### src/rtl/ahb_mux_pkg.sv
// ---------------------------------------------------------------------------
// ahb_mux_pkg
//   Shared definitions for the AHB slave-to-master mux with watchdog:
//   - AHB HTRANS and HRESP encodings
//   - response-sequencer state encoding (3 bits)
//   - onehot_idx(): decodes a (zero-padded) 16-bit select vector into
//     {valid, index}. valid is set only when exactly one bit is set.
// ---------------------------------------------------------------------------
package ahb_mux_pkg;

   typedef enum logic [1:0] {
      HTRANS_IDLE   = 2'b00,
      HTRANS_BUSY   = 2'b01,
      HTRANS_NONSEQ = 2'b10,
      HTRANS_SEQ    = 2'b11
   } htrans_e;

   typedef enum logic [1:0] {
      HRESP_OKAY  = 2'b00,
      HRESP_ERROR = 2'b01
   } hresp_e;

   typedef enum logic [2:0] {
      ST_PASS = 3'd0,
      ST_DEF1 = 3'd1,
      ST_DEF2 = 3'd2,
      ST_TO1  = 3'd3,
      ST_TO2  = 3'd4
   } mux_state_e;

   // Returns {valid, index}; index is the highest set bit, valid means one-hot.
   function automatic logic [4:0] onehot_idx(input logic [15:0] vec);
      logic [4:0] cnt;
      logic [3:0] idx;
      cnt = 5'd0;
      idx = 4'd0;
      for (int i = 0; i < 16; i++) begin
         cnt = cnt + {4'd0, vec[i]};
         idx = vec[i] ? 4'(i) : idx;
      end
      return {(cnt == 5'd1), idx};
   endfunction

endpackage

### src/rtl/ahb_s2m_wdog_cnt.sv
// ---------------------------------------------------------------------------
// ahb_s2m_wdog_cnt
//   Per-transfer wait-state watchdog. Counts consecutive cycles in which the
//   routed slave is stalling a live transfer and flags an abort on the
//   TO_CYC-th such cycle. Holds a sticky abort flag and the offending slave.
//   TO_CYC = 0 disables the watchdog entirely (counter held at zero).
// Ports
//   clk_i     in   clock
//   rst_ni    in   async active-low reset
//   wait_i    in   live transfer is stalled by the routed slave this cycle
//   sel_i     in   index of the routed slave
//   clr_i     in   one-cycle clear of the sticky flag (abort has priority)
//   expire_o  out  combinational: abort must be taken at the next edge
//   flag_o    out  sticky abort flag
//   slave_o   out  slave index of the most recent abort
// ---------------------------------------------------------------------------
module ahb_s2m_wdog_cnt #(
   parameter int TO_CYC = 256
) (
   input  logic       clk_i,
   input  logic       rst_ni,
   input  logic       wait_i,
   input  logic [3:0] sel_i,
   input  logic       clr_i,
   output logic       expire_o,
   output logic       flag_o,
   output logic [3:0] slave_o
);

   localparam int TOW_RAW = $clog2(TO_CYC + 1);
   localparam int TOW     = (TOW_RAW < 1) ? 1 : TOW_RAW;
   localparam bit WD_EN   = (TO_CYC > 0);
   // Last count value before the abort; count N-1 means N stalled cycles seen.
   localparam logic [TOW-1:0] THR     = WD_EN ? TOW'(TO_CYC - 1) : '0;
   localparam logic [TOW-1:0] CNT_MAX = '1;

   logic [TOW-1:0] cnt_q;
   logic [TOW-1:0] cnt_d;
   logic           expire_s;
   logic           flag_q;
   logic [3:0]     slave_q;

   // Next-count and threshold compare; counter saturates instead of wrapping.
   always_comb begin
      cnt_d    = '0;
      expire_s = 1'b0;
      if (WD_EN && wait_i) begin
         expire_s = (cnt_q == THR);
         cnt_d    = (cnt_q == CNT_MAX) ? cnt_q : (cnt_q + TOW'(1'b1));
      end else begin
         expire_s = 1'b0;
         cnt_d    = '0;
      end
   end

   // Counter, sticky flag and offending-slave registers.
   always_ff @(posedge clk_i or negedge rst_ni) begin
      if (!rst_ni) begin
         cnt_q   <= '0;
         flag_q  <= 1'b0;
         slave_q <= 4'd0;
      end else begin
         cnt_q <= cnt_d;
         if (expire_s) begin
            flag_q  <= 1'b1;
            slave_q <= sel_i;
         end else if (clr_i) begin
            flag_q  <= 1'b0;
         end
      end
   end

   assign expire_o = expire_s;
   assign flag_o   = flag_q;
   assign slave_o  = slave_q;

endmodule

### src/rtl/ahb_mux_s2m_wdog.sv
// ---------------------------------------------------------------------------
// ahb_mux_s2m_wdog
//   AHB slave-to-master mux for NSLV slaves and one master. The slave select
//   is captured in the address phase and the data-phase slave's HRDATA,
//   HREADYOUT and HRESP are routed combinationally to the master. Unmapped or
//   multi-hit transfers are answered by a built-in default slave with a
//   two-cycle ERROR; a wait-state watchdog aborts a hung slave with ERROR.
// Parameters
//   NSLV    number of slaves, 2..16
//   DW      HRDATA width
//   TO_CYC  stalled cycles tolerated before abort; 0 disables the watchdog
// Ports
//   HCLK, HRESETn      clock, async active-low reset
//   HTRANS             master transfer type (address phase)
//   HSEL               one-hot decoder selects, bit i = slave i
//   HRDATA_S           slave read data, slave i at [i*DW +: DW]
//   HREADYOUT_S        slave ready outputs
//   HRESP_S            slave responses, slave i at [2i +: 2]
//   HREADY/HRESP/HRDATA muxed response to master (HREADY also to slaves)
//   to_flag            sticky watchdog-abort flag
//   to_slave           slave index of the last abort
//   to_clr             one-cycle synchronous clear of to_flag
// ---------------------------------------------------------------------------
module ahb_mux_s2m_wdog
   import ahb_mux_pkg::*;
#(
   parameter int NSLV   = 8,
   parameter int DW     = 64,
   parameter int TO_CYC = 256
) (
   input  logic                 HCLK,
   input  logic                 HRESETn,
   input  logic [1:0]           HTRANS,
   input  logic [NSLV-1:0]      HSEL,
   input  logic [NSLV*DW-1:0]   HRDATA_S,
   input  logic [NSLV-1:0]      HREADYOUT_S,
   input  logic [2*NSLV-1:0]    HRESP_S,
   output logic                 HREADY,
   output logic [1:0]           HRESP,
   output logic [DW-1:0]        HRDATA,
   output logic                 to_flag,
   output logic [3:0]           to_slave,
   input  logic                 to_clr
);

   // Address-phase decode
   logic [15:0]   hsel_pad_s;
   logic [4:0]    sel_info_s;
   logic          addr_act_s;
   logic          addr_def_s;
   logic [3:0]    addr_sel_s;

   // Data-phase capture registers
   logic          dp_act_q;
   logic          dp_def_q;
   logic [3:0]    dp_sel_q;

   // Response sequencer
   mux_state_e    state_q;
   logic          rsp_err_q;
   logic          rsp_wait_q;

   // Routed slave signals and final outputs
   logic          rdy_sel_s;
   logic [1:0]    resp_sel_s;
   logic [DW-1:0] data_sel_s;
   logic          hready_s;
   logic [1:0]    hresp_s;
   logic [DW-1:0] hrdata_s;

   // Watchdog interface
   logic          wait_s;
   logic          wd_expire_s;

   // Address-phase select decode; a non-one-hot select on an active transfer
   // is steered to the default slave and the captured index is forced to 0.
   always_comb begin
      hsel_pad_s = 16'(HSEL);
      sel_info_s = onehot_idx(hsel_pad_s);
      addr_act_s = (HTRANS == HTRANS_NONSEQ) || (HTRANS == HTRANS_SEQ);
      addr_def_s = addr_act_s && !sel_info_s[4];
      addr_sel_s = sel_info_s[4] ? sel_info_s[3:0] : 4'd0;
   end

   // Capture the address phase whenever the bus is ready; hold otherwise.
   always_ff @(posedge HCLK or negedge HRESETn) begin
      if (!HRESETn) begin
         dp_act_q <= 1'b0;
         dp_def_q <= 1'b0;
         dp_sel_q <= 4'd0;
      end else if (hready_s) begin
         dp_act_q <= addr_act_s;
         dp_def_q <= addr_def_s;
         dp_sel_q <= addr_sel_s;
      end
   end

   // Select the data-phase slave's ready, response and read data.
   always_comb begin
      rdy_sel_s  = 1'b0;
      resp_sel_s = 2'b00;
      data_sel_s = '0;
      for (int i = 0; i < NSLV; i++) begin
         rdy_sel_s  = rdy_sel_s  | ((dp_sel_q == 4'(i)) & HREADYOUT_S[i]);
         resp_sel_s = resp_sel_s | ((dp_sel_q == 4'(i)) ? HRESP_S[2*i +: 2] : 2'b00);
         data_sel_s = data_sel_s | ((dp_sel_q == 4'(i)) ? HRDATA_S[i*DW +: DW] : '0);
      end
   end

   // The watchdog only watches a live, routed transfer in pass-through.
   assign wait_s = (state_q == ST_PASS) && dp_act_q && !dp_def_q && !rdy_sel_s;

   ahb_s2m_wdog_cnt #(
      .TO_CYC (TO_CYC)
   ) u_wdog (
      .clk_i    (HCLK),
      .rst_ni   (HRESETn),
      .wait_i   (wait_s),
      .sel_i    (dp_sel_q),
      .clr_i    (to_clr),
      .expire_o (wd_expire_s),
      .flag_o   (to_flag),
      .slave_o  (to_slave)
   );

   // Response sequencer: pass-through, default-slave ERROR and abort ERROR.
   // An unmapped transfer jumps to DEF1 at capture so that DEF1 is its first
   // data-phase cycle; DEF2/TO2 have HREADY=1 and capture the next transfer.
   always_ff @(posedge HCLK or negedge HRESETn) begin
      if (!HRESETn) begin
         state_q    <= ST_PASS;
         rsp_err_q  <= 1'b0;
         rsp_wait_q <= 1'b0;
      end else begin
         case (state_q)
            ST_PASS: begin
               if (wd_expire_s) begin
                  state_q    <= ST_TO1;
                  rsp_err_q  <= 1'b1;
                  rsp_wait_q <= 1'b1;
               end else if (hready_s && addr_def_s) begin
                  state_q    <= ST_DEF1;
                  rsp_err_q  <= 1'b1;
                  rsp_wait_q <= 1'b1;
               end else begin
                  state_q    <= ST_PASS;
                  rsp_err_q  <= 1'b0;
                  rsp_wait_q <= 1'b0;
               end
            end
            ST_DEF1: begin
               state_q    <= ST_DEF2;
               rsp_err_q  <= 1'b1;
               rsp_wait_q <= 1'b0;
            end
            ST_TO1: begin
               state_q    <= ST_TO2;
               rsp_err_q  <= 1'b1;
               rsp_wait_q <= 1'b0;
            end
            ST_DEF2, ST_TO2: begin
               if (addr_def_s) begin
                  state_q    <= ST_DEF1;
                  rsp_err_q  <= 1'b1;
                  rsp_wait_q <= 1'b1;
               end else begin
                  state_q    <= ST_PASS;
                  rsp_err_q  <= 1'b0;
                  rsp_wait_q <= 1'b0;
               end
            end
            default: begin
               state_q    <= ST_PASS;
               rsp_err_q  <= 1'b0;
               rsp_wait_q <= 1'b0;
            end
         endcase
      end
   end

   // Master-side response: sequencer ERROR, routed slave, or idle OKAY.
   always_comb begin
      hready_s = 1'b1;
      hresp_s  = HRESP_OKAY;
      hrdata_s = '0;
      if (rsp_err_q) begin
         hready_s = !rsp_wait_q;
         hresp_s  = HRESP_ERROR;
         hrdata_s = '0;
      end else if (dp_act_q && !dp_def_q) begin
         hready_s = rdy_sel_s;
         hresp_s  = resp_sel_s;
         hrdata_s = data_sel_s;
      end else begin
         hready_s = 1'b1;
         hresp_s  = HRESP_OKAY;
         hrdata_s = '0;
      end
   end

   assign HREADY = hready_s;
   assign HRESP  = hresp_s;
   assign HRDATA = hrdata_s;

endmodule

### config.mk
export PLATFORM = sky130hd
export DESIGN_NAME = ahb_mux_s2m_wdog
export DESIGN_NICKNAME = d
export VERILOG_FILES = /design/src/rtl/ahb_mux_pkg.sv /design/src/rtl/ahb_s2m_wdog_cnt.sv /design/src/rtl/ahb_mux_s2m_wdog.sv
export SDC_FILE = /design/constraint.sdc
export NUM_CORES = 1
export LEC_CHECK = 0
export CAP_MARGIN = 20
export CORE_AREA = 2 2 239 241
export CTS_BUF_LIST = sky130_fd_sc_hd__clkbuf_4
export DETAILED_ROUTE_END_ITERATION = 10
export DIE_AREA = 0 0 241 243
export SYNTH_ARGS = -nofsm -noshare
export SYNTH_HDL_FRONTEND = slang
export SYNTH_SLANG_ARGS = --single-unit
### constraint.sdc
create_clock -name HCLK -period 2.6 [get_ports HCLK]
set_input_delay 0.78 -clock HCLK [delete_from_list [all_inputs] [get_ports HCLK]]
set_output_delay 0.78 -clock HCLK [all_outputs]
set_load 0.005 [all_outputs]
==> qor.txt, run 1 <==
Run status = complete, but fails checks
Violated checks = setup timing
RSZ-0062 raised after global routing = yes
EDFF count, synth = 0
Post-route ant nets = 0
Clock-pin slew on the worst setup and hold paths = 130 ps
Ys async rst share = 100.0%
Synthesized area per cell = 7.773 sq um
Final core area utilization = 22.61%
Fillers = 6207
Layout Skew = 3.502 ps
FMAX = 0.2707 GHz
Post-Syn Instances = 547
Slew headroom = 62.41%
Mean number of vias per cell = 4.271
Kind of critical path = in2reg
Final Max Slew Viols = 0
Startpoint types = input pin
Critical path peak fanout = 4
Share of the synthesized area in the top cell type = 23.66%
Reg2reg start = dp_sel_q[0]$_DFFE_PN0N_
Final Hold Viols = 0
Synth warn = 0
Die area = 58560 sq um
Worst Path Required = 2820 ps
Layout cells sized above 1 = 14.24%
Placed cell count = 1986
Worst reg-to-reg setup slack = 40 ps
Inserted Clock Buffers = 3
Clock latency on the worst-skew pair = 320 ps
Most frequent cells in the layout = clkdlybuf4s50_1, a22oi_1, buf_4
# setup viols final = 74
Crit end category = flop
Post-layout min period = 3694 ps
Min Hold Slack = 526.9 ps
Synthesized flop and latch total = 23
CTS Sinks = 23
Sequential Area = 575.6 sq um
DP Area = 12480 sq um
WP buf/inv = 5
CP most frequent cell = fa_1
Setup crit start = HSEL[1]
Worst endpoint data arrival time = 3910 ps
Via count = 8602
Initial Util = 7.599%
TritonRoute pass-1 iters = 5
Site row count = 87
Final period utilization = 142.1%
Iter 0 DRT Violations = 551
Max VDD drop = 397.8 uV
Distinct cells, synth = 44
Global Route Usage Sum = 15.70%
Dominant synthesized flop cell = dfrtp_1
Power Density = 572.9 nW/um^2
Die Span Y = 243 um
Worst path cell trace = buf_8 -> inv_4 -> fa_1 -> fa_1 -> fa_1 -> inv_2 -> ha_4 -> inv_2 -> fa_2 -> nor2b_4 -> a21oi_4 -> o21ai_4 -> buf_12 -> a211oi_2 -> a211o_1
Clk buf depth = 2
Ranking of synthesized cells by area = a22oi_1, dfrtp_1, a221oi_1
First-pass GRT wire length = 65140 um
Multi-input gate area = 3451 sq um
Layout overhead on the synthesized area = 197.5%
GP Congestion = 0.9207
Non-Filler Instances = 2014
Worst Hold Launch = state_q[1]$_DFF_PN0_
Setup TNS = -63670 ps
Slowest CP cell = fa_1
TritonCTS clock tree = yes
Final wirelength = 49890 um
Per-cell routed wire length = 24.77 um
Port Buffers = 618
I/O pin count = 621
Max_cap viols = 0
Core Box Area = 55950 sq um
Largest net degree at the start of global routing = 33
DR DRC count = 0
CP max stage delay = 550 ps
Clock Root Buffer = clkbuf_4
Seq/Total Area, Yosys = 13.54%
Post-route cell area = 12650 sq um
DIE WIDTH = 241 um
HPWL Detailed = 42640 um
Mapped Nets = 1106
Worst-margin pin slew = 563.9 ps
H-tree depth = 1
Final #Nets = 1796
Crit path max-delay family = adder cells
GRT Residual Overflow = 0
Commonest non-fill, non-tap cell in the layout = clkdlybuf4s50_1
Initial antenna violation count = 41
Cell taking the most area after synthesis = a22oi_1
Setup ws final = -1094 ps
Hold Crit Class = reg2reg
Leak = 4.418 nW
Vias in the first global route = 8703
Worst slack, placed = -1938 ps
Synthesized area = 4252 sq um
Total power = 7.246 mW
==> registers in the layout (all words and copies together) (netlist names) <==
register / flops
rsp_err_q: 1
dp_def_q: 1
dp_sel_q: 3
rsp_wait_q: 1
u_wdog.slave_o: 3
u_wdog.cnt_q: 9
dp_act_q: 1
state_q: 3
u_wdog.flag_o: 1
==> per-layer routing <==
| layer | global-route usage [%] | part of all wire (%) | vias to the layer above |
|---|---|---|---|
| li1 | - | - | 3776 |
| met2 | 25.79 | 46 | 645 |
| met3 | 3.992 | 9.3 | 99 |
| met5 | 0 | 0.074 | - |
| met4 | 7.244 | 4.2 | 6 |
| met1 | 19.05 | 40 | 4076 |
==> where the power goes <==
group          internal (mW)  total, mW  switching, mW
logic                   3.48       6.55           3.07
clock network         0.0576      0.170          0.112
registers              0.429      0.525         0.0958
total                   3.97       7.25           3.28
==> synthesized netlist by cell type (5+ instances only) <==
master    number
a22oi_1      134
dfrtp_1       23
a22o_1        65
buf_2         10
nor2b_1        5
xor2_1         6
ha_1           6
nand2_1       10
a31oi_1       65
clkbuf_1      42
a221oi_1      65
inv_1         19
a21oi_1        5
nand3_1        5
buf_1         14
nor2_1        15
nor3_1         6
==> worst paths after layout <==
path,to,cells after the start
worst max-delay path,rsp_err_q$_DFF_PN0_,15
worst max register to register,state_q[0]$_DFF_PN0_,7
min in group asynchronous,u_wdog.cnt_q[4]$_DFFE_PN0P_,2
worst min-delay path,state_q[1]$_DFF_PN0_,1
worst min register to register,state_q[1]$_DFF_PN0_,1
max in group asynchronous,u_wdog.slave_o[1]$_DFFE_PN0P_,2
==> kinds of logic (layout without fill, tap and decap cells) <==
logic type | Yosys count | in the layout | share of synthesized area, %
compound gates | 352 | 352 | 63.68
fa+ha+maj | 10 | 10 | 3.649
buf+inv | 87 | 776 | 8.240
xor+xnor | 7 | 7 | 1.442
simple gates | 60 | 60 | 7.328
mux | 7 | 7 | 2.031
flops | 23 | 23 | 13.54
other cells | 1 | 23 | 0.08820
==> final cells by class <==
type,instances,area share (%)
Timing Repair Buffer,753,59.40
Multi-Input combinational cell,437,27.28
Tap cell,756,7.478
Sequential cell,23,4.550
Inverter,19,0.6429
Antenna cell,22,0.4352
Clock buffer,3,0.1780
Clock inverter,1,0.03956
==> repair_timing <==
| item | 4_1_cts | 5_1_grt |
|---|---|---|
| setup buffers | 1 | 1 |
| resized for setup | 27 | 7 |
| hold buffers | 0 | 0 |
| pin swaps | 12 | 9 |
| setup endpoints to repair | 74 | 76 |
Power figures use the tool's default switching activity.
==> run 2, diff against run 1 <==
- CTS_CLUSTER_DIAMETER: default -> 30
- clock period: 2.6 -> 4.1 ns (I/O delays scaled with it)
==> qor.txt, run 2 (same netlist as run 1, synthesis figures left out) <==
CP Depth = 5
Core Box Area = 55950 sq um
Leak = 4.253 nW
Wl on met1 = 18430 um
Min Hold Slack = 533.9 ps
Final Hold Viols = 0
Met3 WL post-DR = 5911 um
CP max stage delay = 650 ps
Metal2 WL = 23480 um
H-tree depth = 1
Hold Crit Class = reg2reg
HPWL Detailed = 41250 um
Inserted Clock Buffers = 3
Clock power frac = 2.3%
Fillers = 6206
Layout cells sized above 1 = 11.84%
Final #Nets = 1751
GP Congestion = 0.9090
Max VDD drop = 276.9 uV
# setup viols final = 3
DIE WIDTH = 241 um
Crit end category = primary output
Worst slack, placed = -830.5 ps
Worst path cell trace = clkdlybuf4s50_1 -> a22oi_1 -> buf_4 -> a31oi_1 -> clkdlybuf4s50_1
NetSw = 2.145 mW
CTS Sinks = 23
Clock Root Buffer = clkbuf_4
Max_cap viols = 0
Initial Util = 7.599%
Run status = complete, but fails checks
FMAX = 0.2405 GHz
DR DRC count = 0
Kind of critical path = in2out
Port Buffers = 618
Die Span Y = 243 um
Die area = 58560 sq um
Total power = 4.576 mW
Per-cell routed wire length = 25.34 um
Setup ws final = -58.85 ps
TritonCTS clock tree = yes
Most frequent cells in the layout = clkdlybuf4s50_1, a22oi_1, buf_4, a22o_1, a31oi_1
Initial antenna violation count = 41
Crit path max-delay family = buffers and inverters
Clock-pin slew on the worst setup and hold paths = 120 ps
Slowest CP cell = clkdlybuf4s50_1
RSZ-0062 raised after global routing = yes
Vias in the first global route = 8521
Site row count = 87
Worst r2r path cells = 20
GRT Residual Overflow = 0
Hold-critical path depth = 1
Critical path peak fanout = 1
Iter 0 DRT Violations = 598
Sequential power share = 7.4%
Internal power = 2.431 mW
I/O pin count = 621
Layout overhead on the synthesized area = 189.8%
Layout Skew = 7.547 ps
Global Route Usage Sum = 15.62%
Final period utilization = 101.4%
Power Density = 371.4 nW/um^2
WP buf/inv = 3
Startpoint types = input pin
TritonRoute pass-1 iters = 5
Top routing layer in use = met5
Largest net degree at the start of global routing = 41
Violated checks = setup timing
Worst Path Required = 2870 ps
Mean number of vias per cell = 4.224
Setup TNS = -77.98 ps
Hold_buf cts = 0
Max reg flops = 9
Gate power share = 90.3%
Worst endpoint data arrival time = 2930 ps
Final wirelength = 49970 um
DP Area = 11880 sq um
Post-route cell area = 12320 sq um
CP most frequent cell = clkdlybuf4s50_1
Post-route ant nets = 0
Clock latency on the worst-skew pair = 300 ps
Clk buf depth = 2
First-pass GRT wire length = 64440 um
Final Max Slew Viols = 0
Commonest non-fill, non-tap cell in the layout = clkdlybuf4s50_1
Post-layout min period = 4159 ps
Biggest register = u_wdog.cnt_q
Via count = 8329
Sw Share = 46.88%
run 2: changes by cell type in the layout (fill, tap and decap cells not counted), sizes merged:
cell           change
buf               -46
clkdlybuf4s50      -7
dlymetal6s2s       +4
diode              +3
clkbuf             +2
dlygate4sd2        +2
bufbuf             +1
clkinv             -1
run 2: path summary, 6_finish.rpt:
check	startpoint	end	slack [ps]
hold reg to reg	dp_act_q$_DFFE_PN0N_	dp_act_q$_DFFE_PN0N_	530
setup reg to reg	dp_sel_q[0]$_DFFE_PN0N_	rsp_err_q$_DFF_PN0_	480
hold / removal	dp_act_q$_DFFE_PN0N_	dp_act_q$_DFFE_PN0N_	530
setup / recovery	HRDATA_S[502]	HRDATA[54]	-60
min in group asynchronous	HRESETn	u_wdog.cnt_q[4]$_DFFE_PN0P_	1120
max in group asynchronous	HRESETn	u_wdog.cnt_q[7]$_DFFE_PN0P_	2600
run 2: what timing repair did:
item,4_1_cts,5_1_grt
cloned,1,0
pin swaps,12,11
resized for setup,35,18
endpoints found under the setup margin,16,19
buffers inserted,16,4
run 2: routing by layer:
layer  track usage [%]  vias up
li1                  -     3685
met1             16.97     3971
met2             25.79      562
met3             6.448       95
met4             8.188       16
met5                 0        -
run 2: cell type report:
class,count,area (sq um),share of cell area (%)
diodes,25,62.56,0.5078
clock buffers,4,30.03,0.2437
inverters,19,81.33,0.6601
multi-input cells,437,3522,28.59
flip-flops and latches,23,575.6,4.671
well taps,756,945.9,7.677
repair buffers,708,7103,57.65
run 2: through the flow:
step	instances	util, %
floorplan	547	-
global placement	1921	21.23
detailed placement	1921	21.23
CTS	1942	21.66
global route	1968	22.00
finish	1972	22.02
run 2: power by group through the flow:
stage                     clock network [mW]  registers, mW  logic, mW
after floorplan                            0          0.314       1.54
after global placement                     0          0.341       3.68
after detailed placement                   0          0.341       3.70
after CTS                              0.110          0.337       4.05
after global routing                   0.119          0.348       4.36
final                                  0.106          0.337       4.13
